**src/rtl/multicycle_control_unit_pkg.sv**
```systemverilog
// Shared encodings for the multicycle control unit: FSM states, ALUOp,
// ALUControl codes, opcodes and datapath mux selects.
package multicycle_control_unit_pkg;

  typedef enum logic [3:0] {
    S_FETCH,
    S_DECODE,
    S_MEMADR,
    S_MEMREAD,
    S_MEMWB,
    S_MEMWRITE,
    S_EXECUTER,
    S_EXECUTEI,
    S_ALUWB,
    S_BRANCH,
    S_JAL
  } state_t;

  typedef enum logic [1:0] {
    ALUOP_ADD   = 2'b00,
    ALUOP_SUB   = 2'b01,
    ALUOP_FUNCT = 2'b10
  } aluop_t;

  localparam logic [2:0] ALUC_ADD = 3'd0;
  localparam logic [2:0] ALUC_SUB = 3'd1;
  localparam logic [2:0] ALUC_AND = 3'd2;
  localparam logic [2:0] ALUC_OR  = 3'd3;
  localparam logic [2:0] ALUC_SLT = 3'd5;

  localparam logic [6:0] OP_LOAD   = 7'b0000011;
  localparam logic [6:0] OP_STORE  = 7'b0100011;
  localparam logic [6:0] OP_RTYPE  = 7'b0110011;
  localparam logic [6:0] OP_ITYPE  = 7'b0010011;
  localparam logic [6:0] OP_BRANCH = 7'b1100011;
  localparam logic [6:0] OP_JAL    = 7'b1101111;

  localparam logic [2:0] F3_BEQ = 3'b000;
  localparam logic [2:0] F3_BNE = 3'b001;
  localparam logic [2:0] F3_ADD = 3'b000;
  localparam logic [2:0] F3_SLT = 3'b010;
  localparam logic [2:0] F3_OR  = 3'b110;
  localparam logic [2:0] F3_AND = 3'b111;

  localparam logic [1:0] IMM_I = 2'b00;
  localparam logic [1:0] IMM_S = 2'b01;
  localparam logic [1:0] IMM_B = 2'b10;
  localparam logic [1:0] IMM_J = 2'b11;

  localparam logic [1:0] RES_ALUOUT    = 2'b00;
  localparam logic [1:0] RES_DATA      = 2'b01;
  localparam logic [1:0] RES_ALURESULT = 2'b10;

  localparam logic [1:0] SRCA_PC    = 2'b00;
  localparam logic [1:0] SRCA_OLDPC = 2'b01;
  localparam logic [1:0] SRCA_RS1   = 2'b10;

  localparam logic [1:0] SRCB_RS2  = 2'b00;
  localparam logic [1:0] SRCB_IMM  = 2'b01;
  localparam logic [1:0] SRCB_FOUR = 2'b10;

  function automatic logic [1:0] imm_src(input logic [6:0] op);
    case (op)
      OP_LOAD, OP_ITYPE: imm_src = IMM_I;
      OP_STORE:          imm_src = IMM_S;
      OP_BRANCH:         imm_src = IMM_B;
      OP_JAL:            imm_src = IMM_J;
      default:           imm_src = 2'b00;
    endcase
  endfunction

endpackage

```
**src/rtl/multicycle_control_unit_alu_decoder.sv**
```systemverilog
// ALU decoder: maps ALUOp plus funct fields to an ALUControl code,
// zero-extended to the configured width.
module alu_decoder
  import multicycle_control_unit_pkg::*;
#(
  parameter int ALUC_W = 3
) (
  input  aluop_t            aluop,
  input  logic [2:0]        fun3,
  input  logic              op5,
  input  logic              fun75,
  output logic [ALUC_W-1:0] alucontrol
);

  logic [2:0] code;

  always_comb begin
    code = ALUC_ADD;
    case (aluop)
      ALUOP_ADD: code = ALUC_ADD;
      ALUOP_SUB: code = ALUC_SUB;
      ALUOP_FUNCT: begin
        case (fun3)
          // only R-type with funct7[5] set is a subtract; addi ignores it
          F3_ADD:  code = (op5 & fun75) ? ALUC_SUB : ALUC_ADD;
          F3_SLT:  code = ALUC_SLT;
          F3_OR:   code = ALUC_OR;
          F3_AND:  code = ALUC_AND;
          default: code = ALUC_ADD;
        endcase
      end
      default: code = ALUC_ADD;
    endcase
    alucontrol = ALUC_W'(code);
  end

endmodule

```
**src/rtl/multicycle_control_unit.sv**
```systemverilog
// Multicycle RISC-V control unit: inline sequencing FSM with memory
// handshake, plus the ALU decoder sub-module.
//
// state    | meaning
// FETCH    | read instruction at PC, PC+4, wait for mem_ready
// DECODE   | compute branch/jal target, dispatch on opcode
// MEMADR   | compute load/store address rs1+imm
// MEMREAD  | read data memory, wait for mem_ready
// MEMWB    | write loaded data to rd
// MEMWRITE | write data memory, hold MemWrite until mem_ready
// EXECUTER | register-register ALU op
// EXECUTEI | register-immediate ALU op
// ALUWB    | write ALU result to rd
// BRANCH   | compare rs1/rs2, conditionally load target into PC
// JAL      | load jump target into PC, compute link address
module multicycle_control_unit
  import multicycle_control_unit_pkg::*;
#(
  parameter int ALUC_W        = 3,
  parameter bit EN_BNE        = 1'b1,
  parameter bit MEM_HANDSHAKE = 1'b1
) (
  input  logic              clk,
  input  logic              reset,
  input  logic [6:0]        Op,
  input  logic [2:0]        fun3,
  input  logic              fun75,
  input  logic              zero,
  input  logic              mem_ready,
  output logic              PCWrite,
  output logic              AdrSrc,
  output logic              MemWrite,
  output logic              IRWrite,
  output logic              RegWrite,
  output logic [1:0]        ResultSrc,
  output logic [1:0]        ALUSrcA,
  output logic [1:0]        ALUSrcB,
  output logic [1:0]        ImmSrc,
  output logic [ALUC_W-1:0] ALUControl,
  output logic              illegal_instr,
  output logic              instr_done
);

  state_t state, state_nxt;
  aluop_t aluop;
  logic   mem_rdy;
  logic   op_legal;
  logic   is_beq, is_bne;

  assign mem_rdy = MEM_HANDSHAKE ? mem_ready : 1'b1;
  assign is_beq  = (fun3 == F3_BEQ);
  assign is_bne  = EN_BNE && (fun3 == F3_BNE);

  always_comb begin
    case (Op)
      OP_LOAD, OP_STORE, OP_RTYPE, OP_ITYPE, OP_BRANCH, OP_JAL: op_legal = 1'b1;
      default: op_legal = 1'b0;
    endcase
  end

  always_ff @(posedge clk) begin
    if (reset) state <= S_FETCH;
    else       state <= state_nxt;
  end

  always_comb begin
    state_nxt = state;
    case (state)
      S_FETCH:  if (mem_rdy) state_nxt = S_DECODE;
      S_DECODE: begin
        case (Op)
          OP_LOAD, OP_STORE: state_nxt = S_MEMADR;
          OP_RTYPE:          state_nxt = S_EXECUTER;
          OP_ITYPE:          state_nxt = S_EXECUTEI;
          OP_BRANCH:         state_nxt = S_BRANCH;
          OP_JAL:            state_nxt = S_JAL;
          default:           state_nxt = S_FETCH;
        endcase
      end
      S_MEMADR:   state_nxt = Op[5] ? S_MEMWRITE : S_MEMREAD;
      S_MEMREAD:  if (mem_rdy) state_nxt = S_MEMWB;
      S_MEMWB:    state_nxt = S_FETCH;
      S_MEMWRITE: if (mem_rdy) state_nxt = S_FETCH;
      S_EXECUTER: state_nxt = S_ALUWB;
      S_EXECUTEI: state_nxt = S_ALUWB;
      S_ALUWB:    state_nxt = S_FETCH;
      S_BRANCH:   state_nxt = S_FETCH;
      S_JAL:      state_nxt = S_ALUWB;
      default:    state_nxt = S_FETCH;
    endcase
  end

  always_comb begin
    PCWrite       = 1'b0;
    AdrSrc        = 1'b0;
    MemWrite      = 1'b0;
    IRWrite       = 1'b0;
    RegWrite      = 1'b0;
    ResultSrc     = RES_ALUOUT;
    ALUSrcA       = SRCA_PC;
    ALUSrcB       = SRCB_RS2;
    aluop         = ALUOP_ADD;
    illegal_instr = 1'b0;
    instr_done    = 1'b0;
    case (state)
      S_FETCH: begin
        ALUSrcB   = SRCB_FOUR;
        ResultSrc = RES_ALURESULT;
        IRWrite   = mem_rdy;
        PCWrite   = mem_rdy;
      end
      S_DECODE: begin
        ALUSrcA       = SRCA_OLDPC;
        ALUSrcB       = SRCB_IMM;
        illegal_instr = !op_legal;
        instr_done    = !op_legal;
      end
      S_MEMADR: begin
        ALUSrcA = SRCA_RS1;
        ALUSrcB = SRCB_IMM;
      end
      S_MEMREAD: AdrSrc = 1'b1;
      S_MEMWB: begin
        ResultSrc  = RES_DATA;
        RegWrite   = 1'b1;
        instr_done = 1'b1;
      end
      S_MEMWRITE: begin
        AdrSrc     = 1'b1;
        MemWrite   = 1'b1;
        instr_done = mem_rdy;
      end
      S_EXECUTER: begin
        ALUSrcA = SRCA_RS1;
        aluop   = ALUOP_FUNCT;
      end
      S_EXECUTEI: begin
        ALUSrcA = SRCA_RS1;
        ALUSrcB = SRCB_IMM;
        aluop   = ALUOP_FUNCT;
      end
      S_ALUWB: begin
        RegWrite   = 1'b1;
        instr_done = 1'b1;
      end
      S_BRANCH: begin
        ALUSrcA       = SRCA_RS1;
        aluop         = ALUOP_SUB;
        instr_done    = 1'b1;
        PCWrite       = (is_beq & zero) | (is_bne & !zero);
        illegal_instr = !(is_beq | is_bne);
      end
      S_JAL: begin
        ALUSrcA = SRCA_OLDPC;
        ALUSrcB = SRCB_FOUR;
        PCWrite = 1'b1;
      end
      default: ;
    endcase
  end

  assign ImmSrc = imm_src(Op);

  alu_decoder #(.ALUC_W(ALUC_W)) u_alu_decoder (
    .aluop      (aluop),
    .fun3       (fun3),
    .op5        (Op[5]),
    .fun75      (fun75),
    .alucontrol (ALUControl)
  );

endmodule

```
**config.mk**
```make
export PLATFORM = sky130hd
export DESIGN_NAME = multicycle_control_unit
export DESIGN_NICKNAME = d
export VERILOG_FILES = /design/src/rtl/multicycle_control_unit_pkg.sv /design/src/rtl/multicycle_control_unit_alu_decoder.sv /design/src/rtl/multicycle_control_unit.sv
export SDC_FILE = /design/constraint.sdc
export NUM_CORES = 1
export LEC_CHECK = 0
export ABC_AREA = 1
export BUFFER_PORTS_ARGS = -buffer_cell sky130_fd_sc_hd__buf_2
export CAP_MARGIN = 20
export CORE_AREA = 2 2 39 41
export CTS_CLUSTER_DIAMETER = 60
export DETAILED_ROUTE_END_ITERATION = 10
export DIE_AREA = 0 0 41 43
export HOLD_SLACK_MARGIN = 0.08
export PLACE_DENSITY = 0.76
export SLEW_MARGIN = 10
export SYNTH_ARGS = -nofsm -noshare
export SYNTH_HDL_FRONTEND = slang
export SYNTH_SLANG_ARGS = --single-unit
```
**constraint.sdc**
```tcl
create_clock -name clk -period 3.4 [get_ports clk]
set_input_delay 0.68 -clock clk [delete_from_list [all_inputs] [get_ports clk]]
set_output_delay 0.68 -clock clk [all_outputs]
set_load 0.05 [all_outputs]
```
Word-level counts from Yosys, hierarchy flattened --
Cells that the tools add are included.
Word-level totals: word-level logic and storage cells 70, output and inout port bits 18, flip-flop bits (word level) 4, bits of input ports 15
Operators by class: reductions and logical operators 17, equal/unequal tests 25, multiplexer cells 22, bitwise logic cells 5
Operators with widths (count):
- $pmux W4 S6 | 1
- $pmux W4 S5 | 1
- $eq A4 B3 Y1 const B | 4
- $pmux W2 S2 | 4
- $eq A7 B6 Y1 const B | 2
- $eq A7 B7 Y1 const B | 2
- $eq A4 B4 Y1 const B | 3
- $mux W4 | 3
- $pmux W3 S4 | 1
- $reduce_or A2 Y1 | 6
- $reduce_or A3 Y1 | 3
- $eq A4 B2 Y1 const B | 2
- $eq A7 B2 Y1 const B | 1
- $eq A7 B5 Y1 const B | 1
- $eq A3 B3 Y1 const B | 2
- $mux W1 | 6
- $ne A2 B2 Y1 const B | 3
- $pmux W1 S3 | 2
- $pmux W2 S3 | 1
- $pmux W3 S2 | 1
- $reduce_or A6 Y1 | 1
- $eq A4 B1 Y1 const B | 1
- $logic_not A4 Y1 | 1
- $reduce_or A4 Y1 | 1
- other kinds (11) | 16

Depth between registers and ports, before layout --
word-level depth 5, mapped depth 10

Modules after synthesis --
A second synthesis with hierarchy kept.
Unflattened totals: cells, all modules 110, area total of the unflattened synthesis 569.3 µm²
Modules (own cells, without submodules):
- multicycle_control_unit | cells each 93, sequential area each 80.1 µm², area an instance 478.0 µm², instances 1
- alu_decoder | cells each 17, sequential area each 0.0 µm², area an instance 91.3 µm², instances 1

Least setup slack after synthesis --
OpenSTA, ideal clock, no wires.
path type reg-to-output, start register state[2], end output port ALUSrcB[0], data arrival time 2.440 ns, path slack 0.280 ns, stages on the path, launching flop included 5, path through dfxtp_1 inv_1 nor2_1 inv_2 o311ai_0
Between the ends: cells in the longest elaborated chain, start to end 3
RTL lines:
- start: declaration | line multicycle_control_unit.sv:44 | state_t state, state_nxt;
- start signal: assignment | line multicycle_control_unit.sv:63 | else state <= state_nxt;
- $eq A4 B3 Y1 (tied with other cells) | line multicycle_control_unit.sv:105 | case (state)
- $reduce_or A3 Y1 (no line) / $reduce_or A2 Y1 (equally long branches)
- $pmux W2 S2 * | line multicycle_control_unit.sv:105
- end: declaration | line multicycle_control_unit.sv:37 | output logic [1:0] ALUSrcB,
Mark *: on every way between the ends. The rest lies on a longest branch, timed or not.

Worst setup path in the final report --
start register state[2], end output port ALUControl[0]
Between the ends: cells in the longest elaborated chain, start to end 5
RTL lines:
- $eq A4 B3 Y1 | line multicycle_control_unit.sv:105
- $reduce_or A2 Y1 (no line)
- $pmux W2 S2 * | line multicycle_control_unit.sv:105
- $eq A2 B2 Y1 / $eq A2 B1 Y1 (equally long branches) | line multicycle_control_unit_alu_decoder.sv:19 | case (aluop)
- $pmux W3 S2 * | line multicycle_control_unit_alu_decoder.sv:19
- end: declaration | line multicycle_control_unit.sv:39 | output logic [ALUC_W-1:0] ALUControl,
Marked as above.

==> run_results.csv <==
group,metric,value,unit
timing,tns,0,ns
layout,nFillCells,144,
timing,hold_viol,0,
layout,drive_above_1_share,40.1,%
route,wl,1610,um
layout,final_core_util,56.6,%
yosys,ys_types,23,
floorplanning,dieArea,1760,um2
floorplanning,coreArea,1380,um2
clock_tree,path_clk_slew,0.04,ns
floorplanning,die_w,41,um
yosys,yosys_register_bits,4,
yosys,ys_top_cells_by_area,"dfxtp_1 (14%), nand2_1 (14%), inv_1 (12%)",
clock_tree,clock_latency,0.23,ns
layout,fin_nets,156,
yosys,synth_xor_area_share,0,%
worst_setup_path,path_cells,"inv_1, nor2_1, inv_2, nor2_2, ha_1, inv_1, nor3_1, nand3_1, a21oi_1, buf_2",
yosys,synthesis.area,581,um2
route,vias_per_cell,4.92,
floorplanning,dieHeight,43,um
global_route,grt_pass1_wl,2490,um
clock_tree,cts_resized,0,
worst_setup_path,crit_fanout,4,
clock_tree,holdBufCountCts,0,
clock_tree,cts_buffers,3,
global_route,grt_use_total,19.5,%
timing,finClkSkew,0.000922,ns
route,drcViolationCount,0,
yosys,netlist.area_leader.share,13.8,%
timing,grt_setup_unrepaired,"no",
timing,period_minus_slack,2.66,ns
timing,slew_headroom,76.6,%
place,hpwl,1350,um
yosys,synth-simple-area-share,50.4,%
power,total_leakage_power,0.446,nW
yosys,synth_fa_ha_area_share,4.31,%
clock_tree,root_buffer,"clkbuf_4",
layout,biggestRegsByFlops,"state: 4 flops",
layout,regMostFlops,"state",
power,powerDensity,270,nW/um2
route,first_iter_violations,15,
min_path,min_path_type,"flip-flop to flip-flop",
clock_tree,cts.sinks,4,
timing,slew_viol_final,0,
place,place.gp.congestion,0.815,
floorplanning,row_count,14,
global_route,antenna_found_initial,0,
worst_setup_path,cpMostUsedCell,"inv_1",
worst_setup_path,slowest_delay,0.39,ns
timing,setup-violations-final,0,
worst_setup_path,end_kind,"output port",
route,via_count,752,
clock_tree,cts_tree,"done",
floorplanning,pin_count,33,
outcome,status,"finished clean",
yosys,synth_top_area_cell,"dfxtp_1",
yosys,syn_inst,102,
timing,fmax,376,MHz
worst_setup_path,crit_type,"flip-flop to output port",
place,portBuffers,32,
power,vdd.ir_drop.worst,0.000245,V
floorplanning,initial_utilization,42.0,%
yosys,synth-compound-area-share,17.2,%
layout,syn2layout_area_growth,34.9,%
layout,final_cell_mix,"buf_2 (32), nand2_1 (21), inv_1 (18)",
timing,worst_slew_pin_slew,0.348,ns
timing,min_period_over_period,78.3,%
worst_setup_path,critPathSlowestCell,"dfxtp_1",
layout,diodes,0,
worst_setup_path,critPathArrivalTime,1.98,ns
layout,layout_commonest_cell,"buf_2",
route,ant_nets,0,
global_route,grt_pass1_vias,659,
route,first_pass_iters,4,
global_route,grt_overflow,0,
yosys,avgSynthCellArea,5.69,um2
clock_tree,post-cts-setup-buffer-count,0,
worst_setup_path,cp.required,2.72,ns
worst_setup_path,worst-path-buf-inv,4,
route,wire_per_inst,10.5,um
layout,largest_reg_flops,4,
yosys,synth.area.mux_share,0,%
clock_tree,cts-htree-levels,1,
worst_setup_path,cpLargestDelayFamily,"simple AND/OR/NAND/NOR gates",
yosys,ys_warn_count,0,
yosys,synth_top_family_by_area,"simple AND/OR/NAND/NOR gates",
worst_setup_path,cp-start-kind,"flip-flop",
clock_tree,cts_max_path_buffers,2,
yosys,ys_seq_area_share,13.8,%
job,maxCapViolations,0,
global_route,grt_max_degree,8,
yosys,synthesis.nets,119,
-- routing by layer --
layer  global-route usage [%]  share of wire [%]
met3                     1.57                6.3
met2                     34.7                 48
met4                     2.00                  0
met1                     24.8                 46
met5                        0                  0
-- kinds of logic (layout without fill, tap and decap cells) --
kind of cell / count (synthesis) / after routing
flip-flops: 4 / 4
AND/OR/NAND/NOR: 58 / 58
adder cells (fa/ha/maj): 2 / 2
buffers and inverters: 22 / 57
AO/OA/AOI/OAI: 16 / 16
-- cell usage after synthesis (all sizes together) --
cell type   n
nand2      25
a211oi      1
nor4        1
ha          2
a31oi       1
dfxtp       4
o311ai      1
o211ai      2
nor3        4
nor2       18
inv        22
a21oi       7
o21ai       4
nand3      10
-- report_power, final --
| part | switching [mW] | internal [mW] | total (mW) |
|---|---|---|---|
| sequential | 0.00321 | 0.0487 | 0.0519 |
| combinational | 0.0738 | 0.0264 | 0.100 |
| clock | 0.0196 | 0.0395 | 0.0591 |
| total | 0.0967 | 0.115 | 0.211 |
-- metrics by stage --
stage / hold slack (ns) / setup slack [ns] / power, mW / cell area (um2) / cells
final: 0.640 / 0.737 / 0.211 / 783 / 153
after global routing: 0.656 / 0.598 / 0.224 / 783 / 153
after CTS: 0.638 / 0.758 / 0.212 / 783 / 153
after detailed placement: 0.633 / 0.935 / 0.152 / 761 / 150
after global placement: 0.620 / 0.986 / 0.151 / 761 / 150
after floorplan: 0.573 / 0.280 / 0.125 / 581 / 102
-- area by class of cell --
| class | instances | area [um2] | area share [%] |
|---|---|---|---|
| tap | 16 | 20.0 | 2.56 |
| inverter | 22 | 82.6 | 10.5 |
| sequential | 4 | 80.1 | 10.2 |
| clock buffer | 3 | 22.5 | 2.88 |
| timing repair buffer | 32 | 160 | 20.4 |
| multi-input combinational | 76 | 418 | 53.4 |
-- worst register-to-register path: cells and delay by family (launching register included) --
family | cells | cell delay, ns
buffers and inverters | 1 | 0.09
and+or+nand+nor | 6 | 0.51
DFF | 1 | 0.47
AOI/OAI and AO/OA | 1 | 0.10
-- worst paths after layout --
kind | slack, ns | endpoint | depth (start not counted) | start
worst max-delay path | 0.74 | ALUControl[0] | 10 | state[2]
worst min-delay path | 0.64 | state[0] | 2 | state[0]
worst max register to register | 2.18 | state[0] | 8 | state[0]
worst min register to register | 0.64 | state[0] | 2 | state[0]
Power figures use the tool's default switching activity.
